==> src/rtl/flash_arbiter.sv <==
`default_nettype none
// +--------------------------------------------------------------------------+
// | flash_arbiter: round-robin arbiter and command sequencer for the shared   |
// | flash array. Optional watchdog: define FLASH_ARB_TIMEOUT_EN.              |
// | Revision: 1.0                                                             |
// +--------------------------------------------------------------------------+
module flash_arbiter #(
  parameter int NUM_REQ     = 5,
  parameter int TIMEOUT_CYC = 64
) (
  input  logic                 clk,
  input  logic                 rst,
  input  logic [NUM_REQ-1:0]   req_valid,
  input  logic [2*NUM_REQ-1:0] req_op,
  input  logic [8*NUM_REQ-1:0] req_addr,
  input  logic [8*NUM_REQ-1:0] req_data,
  output logic [NUM_REQ-1:0]   req_ready,
  output logic [NUM_REQ-1:0]   rsp_valid,
  output logic [7:0]           rsp_data,
  output logic                 rsp_err,
  output logic [7:0]           mem_addr,
  output logic [7:0]           mem_data_in,
  output logic [3:0]           mem_pid,
  output logic                 mem_read_enable,
  output logic                 mem_write_enable,
  output logic                 mem_erase,
  input  logic [7:0]           mem_data_out,
  input  logic                 mem_out_ready,
  input  logic                 mem_readwrite_valid,
  input  logic                 mem_erase_done,
  input  logic                 mem_error,
  input  logic                 mem_busy_flash
);

  localparam int IDX_W = (NUM_REQ > 1) ? $clog2(NUM_REQ) : 1;

  localparam logic [1:0] c_OP_READ    = 2'b00;
  localparam logic [1:0] c_OP_WRITE   = 2'b01;
  localparam logic [1:0] c_OP_ILLEGAL = 2'b11;

  typedef enum logic [2:0] {
    S_IDLE    = 3'd0,
    S_ISSUE   = 3'd1,
    S_WAIT    = 3'd2,
    S_RELEASE = 3'd3,
    S_RESP    = 3'd4
  } state_t;

  state_t           r_state, w_next;
  logic [IDX_W-1:0] r_last_grant, r_winner, w_grant;
  logic             w_found;
  logic [1:0]       r_op, w_op;
  logic [7:0]       r_addr, r_wdata, r_rdata, w_addr, w_wdata;
  logic             r_err;
  logic             w_done, w_en, w_timeout;

  // Search starts one past the last winner so every requester gets a turn.
  always_comb begin
    int               k;
    logic [IDX_W-1:0] idx;
    w_found = 1'b0;
    w_grant = r_last_grant;
    k       = 0;
    idx     = '0;
    for (int i = 1; i <= NUM_REQ; i++) begin
      k   = (int'(r_last_grant) + i) % NUM_REQ;
      idx = IDX_W'(k);
      if (!w_found && req_valid[idx]) begin
        w_found = 1'b1;
        w_grant = idx;
      end
    end
  end

  always_comb begin
    w_op    = '0;
    w_addr  = '0;
    w_wdata = '0;
    for (int i = 0; i < NUM_REQ; i++) begin
      if (w_grant == IDX_W'(i)) begin
        w_op    = req_op[2*i +: 2];
        w_addr  = req_addr[8*i +: 8];
        w_wdata = req_data[8*i +: 8];
      end
    end
  end

  always_comb begin
    case (r_op)
      c_OP_READ:  w_done = mem_out_ready;
      c_OP_WRITE: w_done = mem_readwrite_valid;
      default:    w_done = mem_erase_done;
    endcase
  end

`ifdef FLASH_ARB_TIMEOUT_EN
  localparam int CNT_W = $clog2(TIMEOUT_CYC + 1);
  logic [CNT_W-1:0] r_tmo_cnt;

  always_ff @(posedge clk or negedge rst) begin
    if (!rst) begin
      r_tmo_cnt <= '0;
    end else if (r_state == S_WAIT || r_state == S_RELEASE) begin
      r_tmo_cnt <= r_tmo_cnt + 1'b1;
    end else begin
      r_tmo_cnt <= '0;
    end
  end

  assign w_timeout = (r_state == S_WAIT || r_state == S_RELEASE) &&
                     (r_tmo_cnt == CNT_W'(TIMEOUT_CYC - 1));
`else
  assign w_timeout = 1'b0;
`endif

  always_comb begin
    w_next    = r_state;
    req_ready = '0;
    rsp_valid = '0;
    rsp_data  = '0;
    rsp_err   = 1'b0;
    w_en      = 1'b0;
    case (r_state)
      S_IDLE: begin
        // Gated by reset so no accept pulse escapes while held in reset.
        if (w_found && rst) begin
          req_ready[w_grant] = 1'b1;
          w_next = (w_op == c_OP_ILLEGAL) ? S_RESP : S_ISSUE;
        end
      end
      S_ISSUE: begin
        w_en   = 1'b1;
        w_next = S_WAIT;
      end
      S_WAIT: begin
        w_en = 1'b1;
        if (mem_error || w_done) begin
          w_next = S_RELEASE;
        end else if (w_timeout) begin
          w_next = S_RESP;
        end
      end
      S_RELEASE: begin
        if ((!w_done && !mem_error && !mem_busy_flash) || w_timeout) begin
          w_next = S_RESP;
        end
      end
      S_RESP: begin
        rsp_valid[r_winner] = 1'b1;
        rsp_data            = r_rdata;
        rsp_err             = r_err;
        w_next              = S_IDLE;
      end
      default: w_next = S_IDLE;
    endcase
  end

  assign mem_read_enable  = w_en && (r_op == c_OP_READ);
  assign mem_write_enable = w_en && (r_op == c_OP_WRITE);
  assign mem_erase        = w_en && (r_op == 2'b10);
  assign mem_addr         = r_addr;
  assign mem_data_in      = r_wdata;
  assign mem_pid          = 4'(r_winner);

  always_ff @(posedge clk or negedge rst) begin
    if (!rst) begin
      r_state      <= S_IDLE;
      r_last_grant <= IDX_W'(NUM_REQ - 1);
      r_winner     <= '0;
      r_op         <= '0;
      r_addr       <= '0;
      r_wdata      <= '0;
      r_rdata      <= '0;
      r_err        <= 1'b0;
    end else begin
      r_state <= w_next;
      case (r_state)
        S_IDLE: begin
          if (w_found) begin
            r_winner <= w_grant;
            r_op     <= w_op;
            r_addr   <= w_addr;
            r_wdata  <= w_wdata;
            r_rdata  <= '0;
            r_err    <= (w_op == c_OP_ILLEGAL);
          end
        end
        S_WAIT: begin
          // Error wins over a simultaneous done flag.
          if (mem_error) begin
            r_err   <= 1'b1;
            r_rdata <= '0;
          end else if (w_done) begin
            if (r_op == c_OP_READ) r_rdata <= mem_data_out;
          end else if (w_timeout) begin
            r_err <= 1'b1;
          end
        end
        S_RELEASE: begin
          if (w_timeout && (w_done || mem_error || mem_busy_flash)) begin
            r_err   <= 1'b1;
            r_rdata <= '0;
          end
        end
        S_RESP:  r_last_grant <= r_winner;
        default: ;
      endcase
    end
  end

endmodule
`default_nettype wire

==> config.mk <==
export PLATFORM = sky130hd
export DESIGN_NAME = flash_arbiter
export DESIGN_NICKNAME = d
export VERILOG_FILES = /design/src/rtl/flash_arbiter.sv
export SDC_FILE = /design/constraint.sdc
export NUM_CORES = 1
export LEC_CHECK = 0
export CAP_MARGIN = 20
export CELL_PAD_IN_SITES_DETAIL_PLACEMENT = 2
export CELL_PAD_IN_SITES_GLOBAL_PLACEMENT = 2
export CORE_ASPECT_RATIO = 1.4
export CORE_MARGIN = 4
export CORE_UTILIZATION = 26
export CTS_BUF_LIST = sky130_fd_sc_hd__clkbuf_8 sky130_fd_sc_hd__clkbuf_16
export DETAILED_ROUTE_END_ITERATION = 10
export GPL_TIMING_DRIVEN = 1
export PLACE_DENSITY_LB_ADDON = 0.3
export SLEW_MARGIN = 15
export SYNTH_ARGS = -nofsm -noshare
export SYNTH_HDL_FRONTEND = slang
export SYNTH_SLANG_ARGS = --single-unit
export TNS_END_PERCENT = 50
==> constraint.sdc <==
create_clock -name clk -period 10.9 [get_ports clk]
set_clock_uncertainty 0.2 [all_clocks]
set_input_delay 3.27 -clock clk [delete_from_list [all_inputs] [get_ports clk]]
set_output_delay 3.27 -clock clk [all_outputs]
set_load 0.005 [all_outputs]
; ---- After elaboration in Yosys (flattened, before gate mapping)
; Cells that the tools add are included.
[word_totals]
regBits = 36
input_bits = 110
output_inout_bits = 42
[classes]
magnitude_cmp = 9
n_mux = 59
addsub = 5
reduce_logical = 29
n_eq_ne = 18
div_mod_pow = 5
[ops]
columns = operator, n
row1 = $mod A32 B4 Y32 const B, 5
row2 = $mux W8, 15
row3 = $lt A3 B4 Y1 const B, 7
row4 = $mux W3, 9
row5 = $mux W1, 16
row6 = $pmux W8 S2, 1
row7 = $bmux W1 S3, 5
row8 = $mux W5, 3
row9 = $eq A3 B2 Y1 const B, 4
row10 = $logic_and A1 B1 Y1, 12
row11 = $pmux W3 S4, 1
row12 = $mux W2, 5
row13 = $ne A2 B2 Y1 const B, 5
row14 = $add A3 B2 Y4 const B, 2
row15 = $add A3 B3 Y4 const B, 2
row16 = $logic_not A1 Y1, 7
row17 = $demux W1 S3, 2
row18 = $eq A3 B1 Y1 const B, 2
row19 = $eq A3 B3 Y1 const B, 2
row20 = $ge A3 B1 Y1 const B, 2
row21 = $logic_not A3 Y1, 2
row22 = $ne A3 B3 Y1 const B, 2
row23 = $reduce_and A3 Y1, 2
row24 = $add A3 B1 Y4 const B, 1
row25 = 9 further kinds, 11

; ---- Longest topological paths before layout
[logic_depth]
depth_word = 27
depth_mapped = 23
mapped_depth_nobuf = 19

; ---- Worst setup path before layout
; Ideal clock, no wire load.
[synth_timing]
path_kind = input-to-output
from = input port req_valid[1]
to = output port req_ready[2]
path_slack_ns = 1.478
path_stages = 11
t_arrival_ns = 5.952
required_ns = 7.430
cell_sequence = clkbuf_1 > mux4_2 > nand2_1 > a21oi_1 > or3_1 > nor3_4 > nand2_1 > or3_1 > a211oi_4 > buf_6 > nor2b_1
[synth_via]
elab_chain_cells = 21
elab_cells_between_ends = 36
cone_classes = order compare: 2 / mux: 24 / reduce/logical: 10
[synth_lines]
columns = item, line_no
row1 = "start, declared", 13  ; input logic [NUM_REQ-1:0] req_valid,
row2 = $bmux W1 S3, 68  ; if (!w_found && req_valid[idx]) begin
row3 = $mux W1 (implied by the code), 68
row4 = $mux W1, 68
row5 = $logic_not A1 Y1, 68
row6 = $logic_and A1 B1 Y1, 68
row7 = $mux W1, 68
row8 = $logic_not A1 Y1, 68
row9 = $logic_and A1 B1 Y1, 68
row10 = [5 not listed], -
row11 = $logic_and A1 B1 Y1, 68
row12 = $mux W3, 68
row13 = $lt A3 B4 Y1 (implied by the code) / $ge A3 B1 Y1 (equally long branches), 127  ; req_ready[w_grant] = 1'b1;
row14 = $logic_and A1 B1 Y1 (implied by the code), 127
row15 = $mux W1 (implied by the code), 127
row16 = $demux W1 S3, 127
row17 = $mux W5 *, 126  ; if (w_found && rst) begin
row18 = $mux W5 *, 123  ; case (r_state)
row19 = "end, declared", 17  ; output logic [NUM_REQ-1:0] req_ready,
; Mark *: on every way between the ends. The rest lies on a longest branch, timed or not. The select of a mux whose other input is x is not followed.

; ---- Final worst setup path
[layout_timing]
from = input port req_valid[2]
to = output port req_ready[3]
; Same word-level chain as after synthesis.

==> results.txt <==
The x dimension of the die is 121 µm. The I/O pin count is 152. The net load switching power is 1.36 mW. The gate count after technology mapping is 574. The clock buffer count from CTS came out at 5. The number of buffers inserted by port buffering is 150. The detail-routed via count per cell came out at 5.52. The post-route standard cell area excluding fillers is 6550 µm². The switching part of the total power came out at 56.4%.

The worst-path maximum fanout is 8. The total nets after synthesis is 705. The share of Yosys cell area claimed by the top area cell type is 19.0%. The synthesized netlist occupies a cell area of 4620 µm². The maximum number of pins on one net before global-route repair is 39. The netlist uses 87 different library cells. For the pin with the worst max-slew slack, the measured transition is 869 ps. The global placer's final weighted congestion came out at 0.855.

In the synthesized netlist the dominant register cell turns out to be dfrtp_1. The setup-violating endpoint count in the final report came out at 0. The number of flops mapped to enable cells by yosys came out at 0. The post-route netlist has 12.7% of its cells at a drive strength greater than 1.

Registers are responsible for 10.5% of the overall power. After synthesis, flip-flops and latches occupy 19.5% of the total area. The run finished with clean final reports. Synthesis inferred 36 register bits. The detailed-route via count is 5245.

The power share of the clock group came out at 7.0%. The clock tree from TritonCTS is built. Setup repair after global routing left no endpoint under its margin. The largest total area in the synthesized netlist belongs to dfrtp_1. The wire length reported by the detailed router came out at 21400 µm.

The setup slack after placement is 28.5 ps. The tree built by TritonCTS fans out to 36 sinks. Across the run, the number of max-cap violations was 0. The total leakage power came out at 2.53 nW. The detailed placer's ending HPWL came out at 16800 µm. The post-route antenna net violation count came out at 0.

The DRC violations left came out at 0. Internal power comes to 1.05 mW. After detailed routing, the met2 layer carries 11500 µm of wire.

The wire length per cell after detailed routing came out at 22.5 µm. The worst supply voltage drop on vdd came out at 0.284 mV. Clock latency on the worst-skew pair, taken at its later pin, is 290 ps.

The initial antenna violation count was 4. During synthesis, Yosys emitted a total of 0 warnings. The effective utilization at floorplan came out at 26.5%. The cell chosen for the clock root is clkbuf_16. The core region is 17400 µm². The length of routed met3 wiring came out at 861 µm. The shortest period the worst path allows came out at 10580 ps. The average instance area after synthesis came out at 8.04 µm². The kind of end point of the critical path is an output port. The routed metal-1 wire length came out at 8340 µm.

In the synthesized netlist the async set-or-reset flop fraction comes to 100%. Ranked by instance count, the synthesized netlist is headed by nand2_1 (57), o21ai_0 (50), dfrtp_1 (35). The overall power of the completed layout is 2.41 mW. The total number of placement rows came out at 57. The worst setup path is launched from an input port. The residual overflow from global routing came out at 0.

In this run the deepest clock path goes through 2 buffers. The area growth from synthesis to final layout is 41.8%. The floorplan die height came out at 166 µm. The final count of hold timing violations was 0. The final-report max-slew violation count came out at 0. The H-tree generated during clock tree synthesis spans 2 levels.

The clock transition at the register clock pins on the worst setup and hold paths after CTS came out at 60 ps. The first global-routing pass estimated 33700 µm of wire. In the post-synthesis netlist, the biggest area contributors are dfrtp_1 (19%), ha_1 (5.7%), o21ai_0 (5.4%), nand2_1 (4.6%), a21o_1 (3.3%). The class of the tightest hold or removal check is flip-flop to flip-flop. For this design the ratio of total power to cell area is 368 nW/µm². The via count of the first global-routing pass came to 5733. The combined global-route utilization of all metal layers came out at 21.0%. The first-pass detailed-route iteration total came out at 4.

nand2_1 is the most common cell in the netlist. The full die area came out at 20000 µm². The critical path in this run is classified as input port to output port. The final worst setup slack is 323 ps.

The relative contribution of combinational cells to total power is 82.5%. The achievable clock frequency is 94.5 MHz. The first-iteration detailed-routing DRC count came out at 184. The highest signal layer in the routed design is met4. The setup TNS after final layout came out at 0 ps.

After the last flow step, the layout net total stands at 841. For the worst setup path, the data arrival time is 7110 ps. For the worst setup path, the data required time is 7430 ps. The instance area at placement came out at 6330 µm². The ratio of final minimum period to clock period came out at 97.0%.

In this run the tightest slew margin relative to its limit is 41.6%.
[power by group through the flow]
| stage | Combinational [mW] | Clock [mW] | Sequential (mW) |
|---|---|---|---|
| finish | 1.99 | 0.168 | 0.254 |
| detailed placement | 1.94 | 0 | 0.258 |
| floorplan | 1.38 | 0 | 0.242 |
| global placement | 1.84 | 0 | 0.252 |
| global route | 2.17 | 0.179 | 0.265 |
| CTS | 1.95 | 0.173 | 0.255 |
[what timing repair did]
action | CTS | global route
hold buffers | 0 | 0
resized for setup | 0 | 1
buffers inserted | 0 | 3
endpoints found under the setup margin | 0 | 1
[worst paths after layout]
path / start / to / slack (ps) / depth (start not counted)
worst max-delay path: req_valid[2] / req_ready[3] / 320 / 11
worst min-delay path: r_rdata[0] / r_rdata[0] / 280 / 2
worst max register to register: r_last_grant[1] / mem_data_in[4] / 4560 / 22
worst min register to register: r_rdata[0] / r_rdata[0] / 280 / 2
max in group asynchronous: rst / r_last_grant[2] / 7250 / 2
min in group asynchronous: rst / mem_data_in[5] / 2860 / 2
[cell usage in the layout (no fill, tap or decap), types with 5 or more instances in the layout]
cell             instances
clkbuf_16                5
dfrtp_1                 35
nor2b_1                  7
a21oi_2                 10
nor3b_1                  6
ha_1                    21
or3_1                    6
nor3_1                  13
mux2i_1                 11
and3_1                  16
a221oi_2                 9
inv_1                   17
clkdlybuf4s50_1        149
nor2_1                  23
a21o_1                  20
buf_4                   19
o211ai_1                12
o21ai_0                 50
o31ai_1                  5
a22oi_1                  8
o21ai_1                  5
nand2b_1                 6
and2_1                   6
a21boi_0                15
nand3_1                 25
a211o_1                  5
a21oi_1                 23
nand2_1                 57
nor4b_1                  6
a221oi_1                 7
a211oi_1                14
[flip-flops by register name (all words and copies together) (netlist names)]
register / cells
r_err: 1
mem_addr: 8
r_op: 2
r_winner: 3
mem_data_in: 8
r_state: 3
r_last_grant: 3
r_rdata: 8
[stage by stage]
stage | instances | util (%) | hold WS [ps]
2_1_floorplan | 574 | - | 242
3_3_place_gp | 936 | 36.4 | 258
3_5_place_dp | 936 | 36.4 | 269
4_1_cts | 944 | 37.4 | 283
5_1_grt | 951 | 37.6 | 323
6_report | 951 | 37.6 | 280
[routing by layer]
| layer | track usage [%] | vias to the layer above |
|---|---|---|
| li1 | - | 2451 |
| met1 | 23.1 | 2610 |
| met2 | 39.7 | 148 |
| met3 | 3.21 | 36 |
| met4 | 8.38 | 0 |
| met5 | 0 | - |
[layout make-up]
type                            count  area (µm²)
Antenna cell                        4        10.0
Clock buffer                        5         125
Clock inverter                      3        42.5
Fill cell                        2047       10900
Inverter                           19        71.3
Multi-Input combinational cell    479        3460
Sequential cell                    36         902
Tap cell                          236         295
Timing Repair Buffer              169        1640
[worst max-delay path, stage by stage]
cell and delay [ps]:
clkdlybuf4s50_1 560, mux4_2 510, nand2_1 80, a21oi_1 120, or3_1 480, or3_1 370, nor4b_2 430, a21o_1 160
nand2_1 170, nor4_1 350, clkdlybuf4s50_1 610
[kinds of logic (layout without fill, tap and decap cells)]
family | count (synthesis) | in the layout | share of synthesized area [%]
xor+xnor | 9 | 9 | 2.44
flops | 36 | 36 | 19.5
compound gates | 226 | 226 | 36.8
other cells | 1 | 5 | 0.0812
buf+inv | 59 | 196 | 5.93
mux | 19 | 19 | 5.07
simple gates | 203 | 203 | 24.4
fa+ha+maj | 21 | 21 | 5.69
No activity file was read; power rests on OpenSTA's default activity.
